### src/rtl/max7219_pkg.sv
// Shared constants and frame layout for the MAX7219-style SPI receiver.
package max7219_pkg;

    localparam int FRAME_BITS = 16;

    localparam logic [3:0] ADDR_NOOP       = 4'h0;
    localparam logic [3:0] ADDR_DIGIT0     = 4'h1;
    localparam logic [3:0] ADDR_DIGIT1     = 4'h2;
    localparam logic [3:0] ADDR_DIGIT2     = 4'h3;
    localparam logic [3:0] ADDR_DIGIT3     = 4'h4;
    localparam logic [3:0] ADDR_DIGIT4     = 4'h5;
    localparam logic [3:0] ADDR_DIGIT5     = 4'h6;
    localparam logic [3:0] ADDR_DIGIT6     = 4'h7;
    localparam logic [3:0] ADDR_DIGIT7     = 4'h8;
    localparam logic [3:0] ADDR_DECODE     = 4'h9;
    localparam logic [3:0] ADDR_INTENSITY  = 4'hA;
    localparam logic [3:0] ADDR_SCAN_LIMIT = 4'hB;
    localparam logic [3:0] ADDR_SHUTDOWN   = 4'hC;
    localparam logic [3:0] ADDR_TEST       = 4'hF;

    typedef struct packed {
        logic [3:0] pad;
        logic [3:0] addr;
        logic [7:0] data;
    } frame_t;

endpackage

### src/rtl/max7219_spi_rx_sync_edge.sv
// Multi-flop synchronizer for one asynchronous line with rise/fall detect
// against the previous synchronized value.
module sync_edge #(
    parameter int SYNC_STAGES = 2
) (
    input  logic i_clk,
    input  logic i_rst,
    input  logic i_in,
    output logic o_sync,
    output logic o_rise,
    output logic o_fall
);

    logic [SYNC_STAGES-1:0] chain;
    logic                   prev;

    always_ff @(posedge i_clk) begin
        if (i_rst) begin
            chain <= '0;
            prev  <= 1'b0;
        end else begin
            chain <= {chain[SYNC_STAGES-2:0], i_in};
            prev  <= chain[SYNC_STAGES-1];
        end
    end

    assign o_sync = chain[SYNC_STAGES-1];
    assign o_rise = chain[SYNC_STAGES-1] & ~prev;
    assign o_fall = ~chain[SYNC_STAGES-1] & prev;

endmodule

### src/rtl/max7219_spi_rx.sv
// Oversampling SPI responder that decodes 16-bit MAX7219 frames into a register file.
// Define MAX7219_RX_DOUT_EN to enable the 16-clock-delayed daisy-chain output on o_spi_dout.
module max7219_spi_rx
    import max7219_pkg::*;
#(
    parameter int SYNC_STAGES = 2
) (
    input  logic       i_clk,
    input  logic       i_rst,
    input  logic       i_spi_clk,
    input  logic       i_spi_load,
    input  logic       i_spi_data,
    output logic       o_spi_dout,
    output logic       o_frame_stb,
    output logic       o_frame_err,
    output logic [3:0] o_addr,
    output logic [7:0] o_data,
    input  logic [2:0] i_rd_addr,
    output logic [7:0] o_rd_data,
    output logic [7:0] o_decode_mode,
    output logic [3:0] o_intensity,
    output logic [2:0] o_scan_limit,
    output logic       o_shutdown,
    output logic       o_display_test
);

    logic clk_sync, clk_rise, clk_fall;
    logic load_sync, load_rise, load_fall;
    logic data_sync, data_rise, data_fall;

    sync_edge #(.SYNC_STAGES(SYNC_STAGES)) u_sync_clk (
        .i_clk(i_clk), .i_rst(i_rst), .i_in(i_spi_clk),
        .o_sync(clk_sync), .o_rise(clk_rise), .o_fall(clk_fall)
    );
    sync_edge #(.SYNC_STAGES(SYNC_STAGES)) u_sync_load (
        .i_clk(i_clk), .i_rst(i_rst), .i_in(i_spi_load),
        .o_sync(load_sync), .o_rise(load_rise), .o_fall(load_fall)
    );
    sync_edge #(.SYNC_STAGES(SYNC_STAGES)) u_sync_data (
        .i_clk(i_clk), .i_rst(i_rst), .i_in(i_spi_data),
        .o_sync(data_sync), .o_rise(data_rise), .o_fall(data_fall)
    );

    logic unused_sync;
    assign unused_sync = ^{clk_sync, clk_fall, data_rise, data_fall};

    logic [FRAME_BITS-1:0] sr;
    logic [4:0]            bit_cnt;
    logic [7:0]            digits [8];
    logic                  shift_en;
    frame_t                frame;
    logic [3:0]            digit_idx;

    // A clock edge seen while load is high belongs to no frame.
    assign shift_en  = clk_rise & ~load_sync;
    assign frame     = frame_t'(sr);
    assign digit_idx = frame.addr - 4'd1;

    always_ff @(posedge i_clk) begin
        if (i_rst) begin
            sr             <= '0;
            bit_cnt        <= '0;
            o_frame_stb    <= 1'b0;
            o_frame_err    <= 1'b0;
            o_addr         <= '0;
            o_data         <= '0;
            o_decode_mode  <= '0;
            o_intensity    <= '0;
            o_scan_limit   <= '0;
            o_shutdown     <= 1'b1;
            o_display_test <= 1'b0;
            for (int i = 0; i < 8; i++) digits[i] <= '0;
        end else begin
            o_frame_stb <= 1'b0;
            o_frame_err <= 1'b0;

            if (shift_en)
                sr <= {sr[FRAME_BITS-2:0], data_sync};

            if (load_rise || load_fall)
                bit_cnt <= '0;
            else if (shift_en && bit_cnt != 5'd31)
                bit_cnt <= bit_cnt + 5'd1;

            if (load_rise) begin
                if (bit_cnt >= 5'(FRAME_BITS)) begin
                    o_frame_stb <= 1'b1;
                    o_addr      <= frame.addr;
                    o_data      <= frame.data;
                    case (frame.addr)
                        ADDR_DIGIT0, ADDR_DIGIT1, ADDR_DIGIT2, ADDR_DIGIT3,
                        ADDR_DIGIT4, ADDR_DIGIT5, ADDR_DIGIT6, ADDR_DIGIT7:
                            digits[digit_idx[2:0]] <= frame.data;
                        ADDR_DECODE:     o_decode_mode  <= frame.data;
                        ADDR_INTENSITY:  o_intensity    <= frame.data[3:0];
                        ADDR_SCAN_LIMIT: o_scan_limit   <= frame.data[2:0];
                        ADDR_SHUTDOWN:   o_shutdown     <= ~frame.data[0];
                        ADDR_TEST:       o_display_test <= frame.data[0];
                        default: ;
                    endcase
                end else begin
                    o_frame_err <= 1'b1;
                end
            end
        end
    end

    assign o_rd_data = digits[i_rd_addr];

`ifdef MAX7219_RX_DOUT_EN
    logic spi_dout;

    always_ff @(posedge i_clk) begin
        if (i_rst)
            spi_dout <= 1'b0;
        else if (shift_en)
            spi_dout <= sr[FRAME_BITS-1];
    end

    assign o_spi_dout = spi_dout;
`else
    assign o_spi_dout = 1'b0;
`endif

endmodule

### config.mk
export PLATFORM = sky130hd
export DESIGN_NAME = max7219_spi_rx
export DESIGN_NICKNAME = d
export VERILOG_FILES = /design/src/rtl/max7219_pkg.sv /design/src/rtl/max7219_spi_rx_sync_edge.sv /design/src/rtl/max7219_spi_rx.sv
export SDC_FILE = /design/constraint.sdc
export NUM_CORES = 1
export LEC_CHECK = 0
export CAP_MARGIN = 10
export CELL_PAD_IN_SITES_DETAIL_PLACEMENT = 1
export CELL_PAD_IN_SITES_GLOBAL_PLACEMENT = 1
export CORE_ASPECT_RATIO = 1.2
export CORE_MARGIN = 4
export CORE_UTILIZATION = 46
export DETAILED_ROUTE_END_ITERATION = 12
export PLACE_DENSITY = 0.9
export SYNTH_ARGS = -nofsm -noshare
export SYNTH_HDL_FRONTEND = slang
export SYNTH_SLANG_ARGS = --single-unit
### constraint.sdc
create_clock -name i_clk -period 2.9 [get_ports i_clk]
set_clock_uncertainty 0.15 [all_clocks]
set_input_delay 0.58 -clock i_clk [delete_from_list [all_inputs] [get_ports i_clk]]
set_output_delay 0.58 -clock i_clk [all_outputs]
set_load 0.02 [all_outputs]
==> flow_summary.yaml, run 1 <==
worst_setup_path:
  path_max_fanout: 16
  cp_data_required_time_ns: 2.17
  cp-startpoint: "i_rd_addr[1]"
  rrSetupSlack_ns: 0.40
  startpoint_type: "input port"
  end_kind: "output pin"
  r2r_start: "frame[8]$_SDFFE_PP0P_"
  arrival_ns: 2.15
  path_class: "input port to output pin"
clocking:
  cts.clk_slew.worst_paths_ns: 0.05
  cts_max_path_buffers: 2
  clk_latency_ns: 0.42
  hold_buffers: 0
  root_buffer: "clkbuf_16"
  post-cts-setup-buffers: 0
  cts.sinks: 120
  h-tree-depth: 4
  cts_made_buffers: 17
  cts_tree: "built"
sta:
  fin_ws_ns: 0.0225
  period_share: 0.992
  period_needed_ns: 2.88
  final_max_slew_viol_count: 0
  relSlewSlack: 0.626
  finalSetupViolations: 0
  fmax_ghz: 0.348
  worstMarginPinSlew_ns: 0.561
  hold_viol_final: 0
  rsz0062_at_grt: "false"
  hold_slack_ns: 0.296
power:
  p_sw_mw: 0.859
  vdd_drop_max_v: 0.000427
  power_leakage_nw: 2.14
  p_per_area_nw_per_um2: 644
  pwr-share-comb: 0.049
  swShare: 0.210
  clock_power_share: 0.495
  p_seq_frac: 0.457
  p_int_mw: 3.24
layout:
  fin_nets: 519
  layout-area-overhead-vs-synth_pct: 25.8
  multiInputGateArea_um2: 1830
  nFillCells: 1068
  fin_cells: 645
  drive_above_1_share: 0.176
  diodes: 0
  seqCellArea_um2: 3040
route:
  drc: 0
  routed_via_density: 5.69
  wl_um: 14500
  drt-initial-drc-count: 205
  drtPass1Iterations: 4
  via_count: 3668
  antenna_left: 0
  wl_per_cell_um: 22.5
synthesis:
  ys.flop_type: "edfxtp_1"
  yosys_warnings: 0
  syn_inst: 440
  synth_edf_count: 64
  syn_area_per_cell_um2: 11.5
  ys_types: 40
  syn_nets: 456
  async_flop_share: 0
  seq_area_frac_synth: 0.602
  ys_ff_latch: 120
  netlist_area_um2: 5050
global_route:
  overflow: 0
  antenna_found_initial: 0
  grt_max_degree: 37
  grt_first_pass_wirelength_um: 22700
  grtUsageTotal: 0.241
  grt_pass1_vias: 3954
status:
  status: "completed"
placement:
  dp_cells: 612
  pre_cts_ws_ns: -0.477
  gp_congestion: 0.872
  dp_hpwl_um: 10200
  portBuffers: 46
die:
  start_util: 0.476
  dieHeight_um: 123
  coreArea_um2: 10600
  fp-row-count: 41
  die_w_um: 104
  fp.dieArea_um2: 12700
  io_pins: 48
run:
  maxCapViolCount: 0
worst_hold_path:
  hp-start: "u_sync_clk.chain[0]$_SDFF_PP0_"
  worstHoldPathType: "flop to flop"
## timing repair
action / in CTS / in global routing
gates resized for setup: 19 / 6
setup endpoints to repair: 8 / 6
cloned: 1 / 0
## critical path, stage by stage
cell and delay (ns):
clkdlybuf4s50_1 0.51, buf_12 0.16, mux4_2 0.32, mux2_2 0.28, clkdlybuf4s15_1 0.29
## area by class of cell
class	instances	share of cell area
Sequential cell	120	0.479
Multi-Input combinational cell	277	0.288
Timing Repair Buffer	73	0.108
Clock buffer	26	0.0868
Tap cell	129	0.0254
Inverter	14	0.00827
Clock inverter	6	0.00551
## per-stage QoR
step                      instance area [um2]  utilization  TNS (ns)  power [mW]
after floorplan                          5050            -         0        2.01
after global placement                   5770        0.543     -3.38        2.09
after detailed placement                 5770        0.543     -3.65        2.11
after CTS                                6390        0.602         0        4.12
after global routing                     6360        0.599         0        4.21
final                                    6360        0.599         0        4.10
## power by group through the flow
| stage | registers [mW] | clock network [mW] | logic [mW] |
|---|---|---|---|
| floorplan | 1.88 | 0 | 0.127 |
| global route | 1.87 | 2.13 | 0.211 |
| global placement | 1.90 | 0 | 0.193 |
| detailed placement | 1.90 | 0 | 0.204 |
| CTS | 1.87 | 2.05 | 0.204 |
| finish | 1.87 | 2.03 | 0.199 |
## flip-flops by register name, summed over array words and instances (netlist names)
name	count
u_sync_clk.chain	2
o_display_test	1
o_data	8
u_sync_load.prev	1
o_intensity	4
u_sync_load.chain	2
bit_cnt	5
digits	64
u_sync_clk.prev	1
o_scan_limit	3
frame	12
o_frame_stb	1
o_frame_err	1
o_decode_mode	8
o_shutdown	1
o_addr	4
u_sync_data.chain	2
## logic make-up (layout without fill, tap and decap cells)
kind of cell | Yosys count | after routing | synth area share
AOI/OAI and AO/OA | 46 | 46 | 0.0505
muxes | 39 | 39 | 0.119
other | 1 | 1 | 0.000742
DFF | 120 | 120 | 0.602
buffers and inverters | 43 | 119 | 0.0361
and+or+nand+nor | 181 | 181 | 0.169
xor gates and xnor gates | 2 | 2 | 0.00347
adders and majority gates | 8 | 8 | 0.0198
## placed cells by master, fill, tap and decap left out, types with 4 or more instances in the layout
cell type        Yosys  layout
a21oi_1             28      28
buf_4                2      24
clkbuf_16            0      19
clkbuf_2             1       6
clkbuf_8             0       5
clkdlybuf4s50_1      0      37
clkinv_1             8       8
clkinv_2             0       4
dfxtp_1             56      56
edfxtp_1            64      64
ha_1                 8       8
inv_1                6       6
mux2_2               8       8
mux2i_1             15      15
mux4_2              16      16
nand2_1             85      85
nor2_1               4       4
nor2b_1             10      10
nor3_1              64      64
o21ai_0             12      12
## routing by layer
layer,share of wire,GRT usage,vias up
met5,0,0,-
met4,0.033,0.101,0
met3,0.038,0.0547,35
met2,0.56,0.462,104
met1,0.37,0.254,1827
li1,-,-,1702
## worst paths after layout
| check | cells past startpoint | end |
|---|---|---|
| setup / recovery | 5 | o_rd_data[3] |
| hold / removal | 1 | u_sync_clk.chain[1]$_SDFF_PP0_ |
| setup reg to reg | 6 | digits[4][1]$_SDFFCE_PN0P_ |
| hold reg to reg | 1 | u_sync_clk.chain[1]$_SDFF_PP0_ |
## cells in the mapped netlist, types with 3 or more instances
| master | instances | area (um2) |
|---|---|---|
| mux2i_1 | 15 | 150 |
| mux2_2 | 8 | 90.1 |
| o21ai_0 | 12 | 60.1 |
| ha_1 | 8 | 100 |
| nor2b_1 | 10 | 62.6 |
| clkbuf_1 | 13 | 48.8 |
| nand2_1 | 85 | 319 |
| a21oi_1 | 28 | 140 |
| edfxtp_1 | 64 | 1920 |
| mux4_2 | 16 | 360 |
| nor2_1 | 4 | 15.0 |
| clkinv_1 | 8 | 30.0 |
| nor3_1 | 64 | 320 |
| buf_1 | 3 | 11.3 |
| buf_2 | 10 | 50.1 |
| inv_1 | 6 | 22.5 |
| dfxtp_1 | 56 | 1120 |
Note: power is estimated with default switching activity, not from simulation.
==> inputs of run 2 (changes only) <==
Settings changed: MAX_ROUTING_LAYER set to met4, SLEW_MARGIN set to 15.
==> run 2 against run 1 <==
Wire length about the same. Core utilization unchanged. Via count is 0.33% higher. Largest power group unchanged. Hold slack improved by 0.0065 ns. Clock-buffer cell count unchanged. Largest cell class unchanged. Sequential cell count unchanged. Combinational power is essentially flat. Clock power is essentially flat. Global-route usage up 0.75 points.
==> flow_summary.yaml, run 2 (synthesized netlist as in run 1, its figures left out) <==
layout:
  diodes: 0
  final_area_um2: 6360
  final_cell_mix: "nand2_1, nor3_1, edfxtp_1"
  largest_reg_flops: 64
  nFillCells: 1068
  layout_commonest_cell: "nand2_1"
  multiInputGateArea_um2: 1830
  seqCellArea_um2: 3040
  layout-area-overhead-vs-synth_pct: 25.8
  fin_nets: 519
  drive_above_1_share: 0.176
  top_register: "digits"
clocking:
  h-tree-depth: 4
  root_buffer: "clkbuf_16"
  cts.clk_slew.worst_paths_ns: 0.05
  cts.sinks: 120
  cts_max_path_buffers: 2
  post-cts-setup-buffers: 0
  cts_made_buffers: 17
  clk_latency_ns: 0.42
  cts_tree: "built"
  hold_buffers: 0
worst_hold_path:
  worstHoldPathType: "flop to flop"
placement:
  portBuffers: 46
  dpl_cell_area_um2: 5770
  gp_congestion: 0.886
  dp_hpwl_um: 10200
sta:
  setup_tns_ns: 0
  fmax_ghz: 0.347
  hold_viol_final: 0
  final_max_slew_viol_count: 0
  finalSetupViolations: 0
  period_needed_ns: 2.88
  relSlewSlack: 0.618
  period_share: 0.993
  worstMarginPinSlew_ns: 0.573
  rsz0062_at_grt: "false"
route:
  via_count: 3680
  routed_via_density: 5.71
  wl_per_cell_um: 22.5
  wl_um: 14500
  drtPass1Iterations: 4
  drt-initial-drc-count: 165
  antenna_left: 0
  drc: 0
die:
  dieHeight_um: 123
  io_pins: 48
  start_util: 0.476
  coreArea_um2: 10600
  fp-row-count: 41
  die_w_um: 104
  fp.dieArea_um2: 12700
worst_setup_path:
  arrival_ns: 2.15
  startpoint_type: "input port"
  end_kind: "output pin"
  path_max_fanout: 16
  path_class: "input port to output pin"
  cp_data_required_time_ns: 2.17
run:
  maxCapViolCount: 0
global_route:
  grt_max_degree: 37
  antenna_found_initial: 0
  grt_first_pass_wirelength_um: 22800
  grtUsageTotal: 0.248
  overflow: 0
  grt_pass1_vias: 3965
power:
  vdd_drop_max_v: 0.000423
  power_leakage_nw: 2.14
  p_per_area_nw_per_um2: 644
status:
  status: "completed"
==> run 2: cell counts in the layout (fill, tap and decap cells not counted) <==
Identical to the previous run, type by type.
==> run 2: path summary, 6_finish.rpt <==
kind	from	endpoint	slack [ns]	cells after the start
max	i_rd_addr[1]	o_rd_data[3]	0.02	5
min	u_sync_load.chain[0]$_SDFF_PP0_	u_sync_load.chain[1]$_SDFF_PP0_	0.30	1
max reg2reg	frame[8]$_SDFFE_PP0P_	digits[4][1]$_SDFFCE_PN0P_	0.37	6
min reg2reg	u_sync_load.chain[0]$_SDFF_PP0_	u_sync_load.chain[1]$_SDFF_PP0_	0.30	1
==> run 2: per-layer routing <==
layer  track usage  part of all wire  up-vias
met5             -                 0        -
met4         0.101             0.029        0
li1              -                 -     1701
met1         0.256              0.38     1867
met3        0.0531             0.031       26
met2         0.462              0.56       86
==> run 2: where the power goes <==
part	total [mW]	switching, mW	leakage, nW	internal (mW)
sequential	1.87	0.0310	1.06	1.84
clock	2.03	0.725	0.288	1.30
combinational	0.199	0.103	0.789	0.0960
==> run 2: cell type report <==
cell class,count,area share
clock buffer,26,0.0868
multi-input combinational,277,0.288
sequential,120,0.479
clock inverter,6,0.00551
inverter,14,0.00827
timing repair buffer,73,0.108
tap,129,0.0254
==> run 2: stage by stage <==
step	power (mW)	setup slack, ns	utilization	instances	hold slack, ns
finish	4.10	0.0205	0.599	645	0.302
global route	4.21	0.00826	0.599	645	0.312
floorplan	2.01	0.321	-	440	0.264
detailed placement	2.11	-0.477	0.543	612	0.284
global placement	2.09	-0.432	0.543	612	0.267
CTS	4.12	0.0105	0.602	645	0.297
==> run 2: critical path: stages <==
cell             delay [ns]
clkdlybuf4s50_1        0.51
buf_12                 0.16
mux4_2                 0.32
mux2_2                 0.29
clkdlybuf4s15_1        0.29
==> run 2: timing repair <==
item	in CTS	in global routing
setup endpoints to repair	8	6
pin swaps	0	0
resized for setup	19	6
gates cloned	1	0
==> inputs of run 3 (changes only) <==
Settings changed: GPL_ROUTABILITY_DRIVEN set to 0.
==> results of run 3 <==
Same layout as run 2: the final DEF is identical, and so are final timing and power.
==> RTL change: new RTL, flow settings as in run 3 <==
Put a register stage on the output `o_rd_data`, cleared by the reset. The value now appears one clock later. The other outputs are not delayed to match.
--- a/src/rtl/max7219_spi_rx.sv
+++ b/src/rtl/max7219_spi_rx.sv
@@ -107,3 +107,9 @@
 
-    assign o_rd_data = digits[i_rd_addr];
+    always_ff @(posedge i_clk) begin
+        if (i_rst) begin
+            o_rd_data <= '0;
+        end else begin
+            o_rd_data <= digits[i_rd_addr];
+        end
+    end
 
Behaviour: no difference found for any inputs over 10 cycles, from zero or initial values and one cycle with i_rst high; that may be too few to reach the edited logic, so the function may still have changed.
==> RTL change against run 3 <==
Setup slack better by 0.42 ns. Design area grew 2.8%. Cell count is 7.8% higher. Synthesized area rose by 4.6%. Routed wire length rose by 3.8%. Total power up 5.7%. Sequential cell count increased by 8. Fmax increased by 17%. Die area grew 4.2%. Clock power grew 6%. Core utilization down 1.2 points. Hold slack worse by 0.0089 ns. Largest cell class unchanged.
==> RTL change: results (changes against run 3) <==
Clock tree:
- The number of clock buffers inserted by TritonCTS is 17 (unchanged).
- The tree is rooted in a clkbuf_16.
- The depth of the CTS H-tree is 4 (unchanged).
- The clock insertion delay at the later pin of the skew report is 0.42 ns (about the same).
- The number of setup buffers added after CTS is 0 (unchanged).
- The clock tree buffer depth is 2 (unchanged).
- Clock-pin slew was measured on the worst setup and hold paths at 0.06 ns.
- The number of buffers added to fix hold violations after cts is 0 (unchanged).
- The post-cts repair resize count is 0 (-19).

Synth:
- The count of flip-flops with a built-in enable after synthesis came to 64 (unchanged).
- The distinct cell type count after synthesis was 40 (unchanged).
- The count of yosys warnings during synthesis is 0 (unchanged).
- The portion of the post-synthesis area used by sequential elements was 0.606 (+0.00408).
- In the post-synthesis netlist, the biggest area contributors are edfxtp_1 36%, dfxtp_1 24%, nor3_1 6.1%.
- The proportion of synthesized flip-flops having asynchronous set or reset is 0 (unchanged).
- The synthesized instance count is 478 (+8.6%).
- The post-synth net total came to 494 (+8.3%).
- The most used flip-flop cell after synthesis is edfxtp_1.
- Counting instances in the post-synthesis netlist gives the leading cell types as 85 x nand2_1, 64 x dfxtp_1, 64 x edfxtp_1, 64 x nor3_1, 36 x a21oi_1.

Routing:
- The number of DRC markers after the initial detailed-route iteration is 257 (+56%).
- The vias per cell was 5.64 (-1.1%).
- The total length of routed wires is 15.1 mm (+3.8%).
- The number of remaining DRC errors is 0 (unchanged).
- The detailed-routing iteration count for the pre-antenna-repair pass is 4 (unchanged).

Placement:
- The count of input and output buffers is 46 (unchanged).
- The estimated wirelength of the detail-placed design is 9.76 mm (-4.1%).
- The count of placed standard cells including taps is 664 (+8.5%).
- The worst setup timing slack at the placement stage is 0.489 ns (+0.966 ns).
- The placement-stage cell area is 5940 sq um (+3.0%).

Worst setup path:
- The setup slack of the most critical reg-to-reg path is 0.44 ns (+0.07 ns).
- The worst path arrival time came to 2.45 ns (+0.30 ns).
- The largest fanout of any net on the critical path is 16 (unchanged).

Layout:
- The ratio of cells with drive above 1 in the final layout is 0.105 (-0.0710).
- The flip-flop count of the largest register after layout was 64 (unchanged).
- The fill cell instance count of the final layout is 1192 (+12%).
- The final-stage net count came to 545 (+5.0%).
- The post-route non-filler standard cell count is 695 (+7.8%).
- The register name with the most flops is digits.

STA:
- The clock period minus final worst setup slack is 2.46 ns (-0.423 ns).
- The final-layout worst hold slack is 0.293 ns (-0.00894 ns).
- The transition at the pin with the smallest max-transition slack was 0.565 ns (-0.00810 ns).

Pwr:
- The leakage power of the design is 2.24 nW (+4.9%).
- The worst supply voltage drop on vdd is 0.401 mV (-5.2%).

Hold path:
- The class of the worst hold path is register to register.

GRT:
- The global-route usage over all layers is 0.246 (-0.00221).
- The number of global-route vias before repair is 4381 (+10%).
- The number of antenna violations at the first check in global routing is 0 (unchanged).
- The pin count of the biggest net entering global routing is 38 (+2.7%).
- The first-pass GRT wire length is 24.4 mm (+6.8%).

Run status:
- The run finished with clean final reports.
## RTL change: kinds of logic (layout without fill, tap and decap cells)
kind of cell	count (synthesis)	in the layout	synth area share
muxes	39	39	0.0928
xor gates and xnor gates	2	2	0.00331
buffers and inverters	54	117	0.0428
other	1	1	0.000710
AOI/OAI and AO/OA	62	62	0.0710
adders and majority gates	8	8	0.0189
DFF	128	128	0.606
and+or+nand+nor	184	184	0.164
## RTL change: final timing paths
path | from | to | cells past startpoint
worst max-delay path | frame[9] | digits[6][3] | 6
worst min register to register | u_sync_data.chain[0] | u_sync_data.chain[1] | 1
worst max register to register | frame[9] | digits[6][3] | 6
worst min-delay path | u_sync_data.chain[0] | u_sync_data.chain[1] | 1
## RTL change: area by class of cell
type	count	area [sq um]	share of cell area
multi-input combinational	296	1860	0.284
timing repair buffer	64	603	0.0923
tap	154	193	0.0295
inverter	22	82.6	0.0126
clock inverter	3	40.0	0.00613
clock buffer	28	559	0.0856
sequential	128	3200	0.490
## RTL change: report_power, final
group / internal (mW) / switching [mW]
sequential: 1.96 / 0.0261
combinational: 0.0853 / 0.112
clock: 1.39 / 0.757
total: 3.43 / 0.895
## RTL change: worst max-delay path: stages (launching register included)
cell      delay, ns
dfxtp_1        0.43
inv_1          0.10
ha_1           0.22
or3_1          0.43
o211ai_2       0.42
buf_4          0.32
nor3_1         0.10
## RTL change: routing by layer
metal / global-route usage / part of all wire / vias up / wire [um]
li1: - / - / 1797 / -
met1: 0.266 / 0.38 / 1957 / 5770
met3: 0.0515 / 0.044 / 39 / 660
met2: 0.435 / 0.54 / 130 / 8180
met4: 0.102 / 0.032 / 0 / 480
met5: - / 0 / - / 0
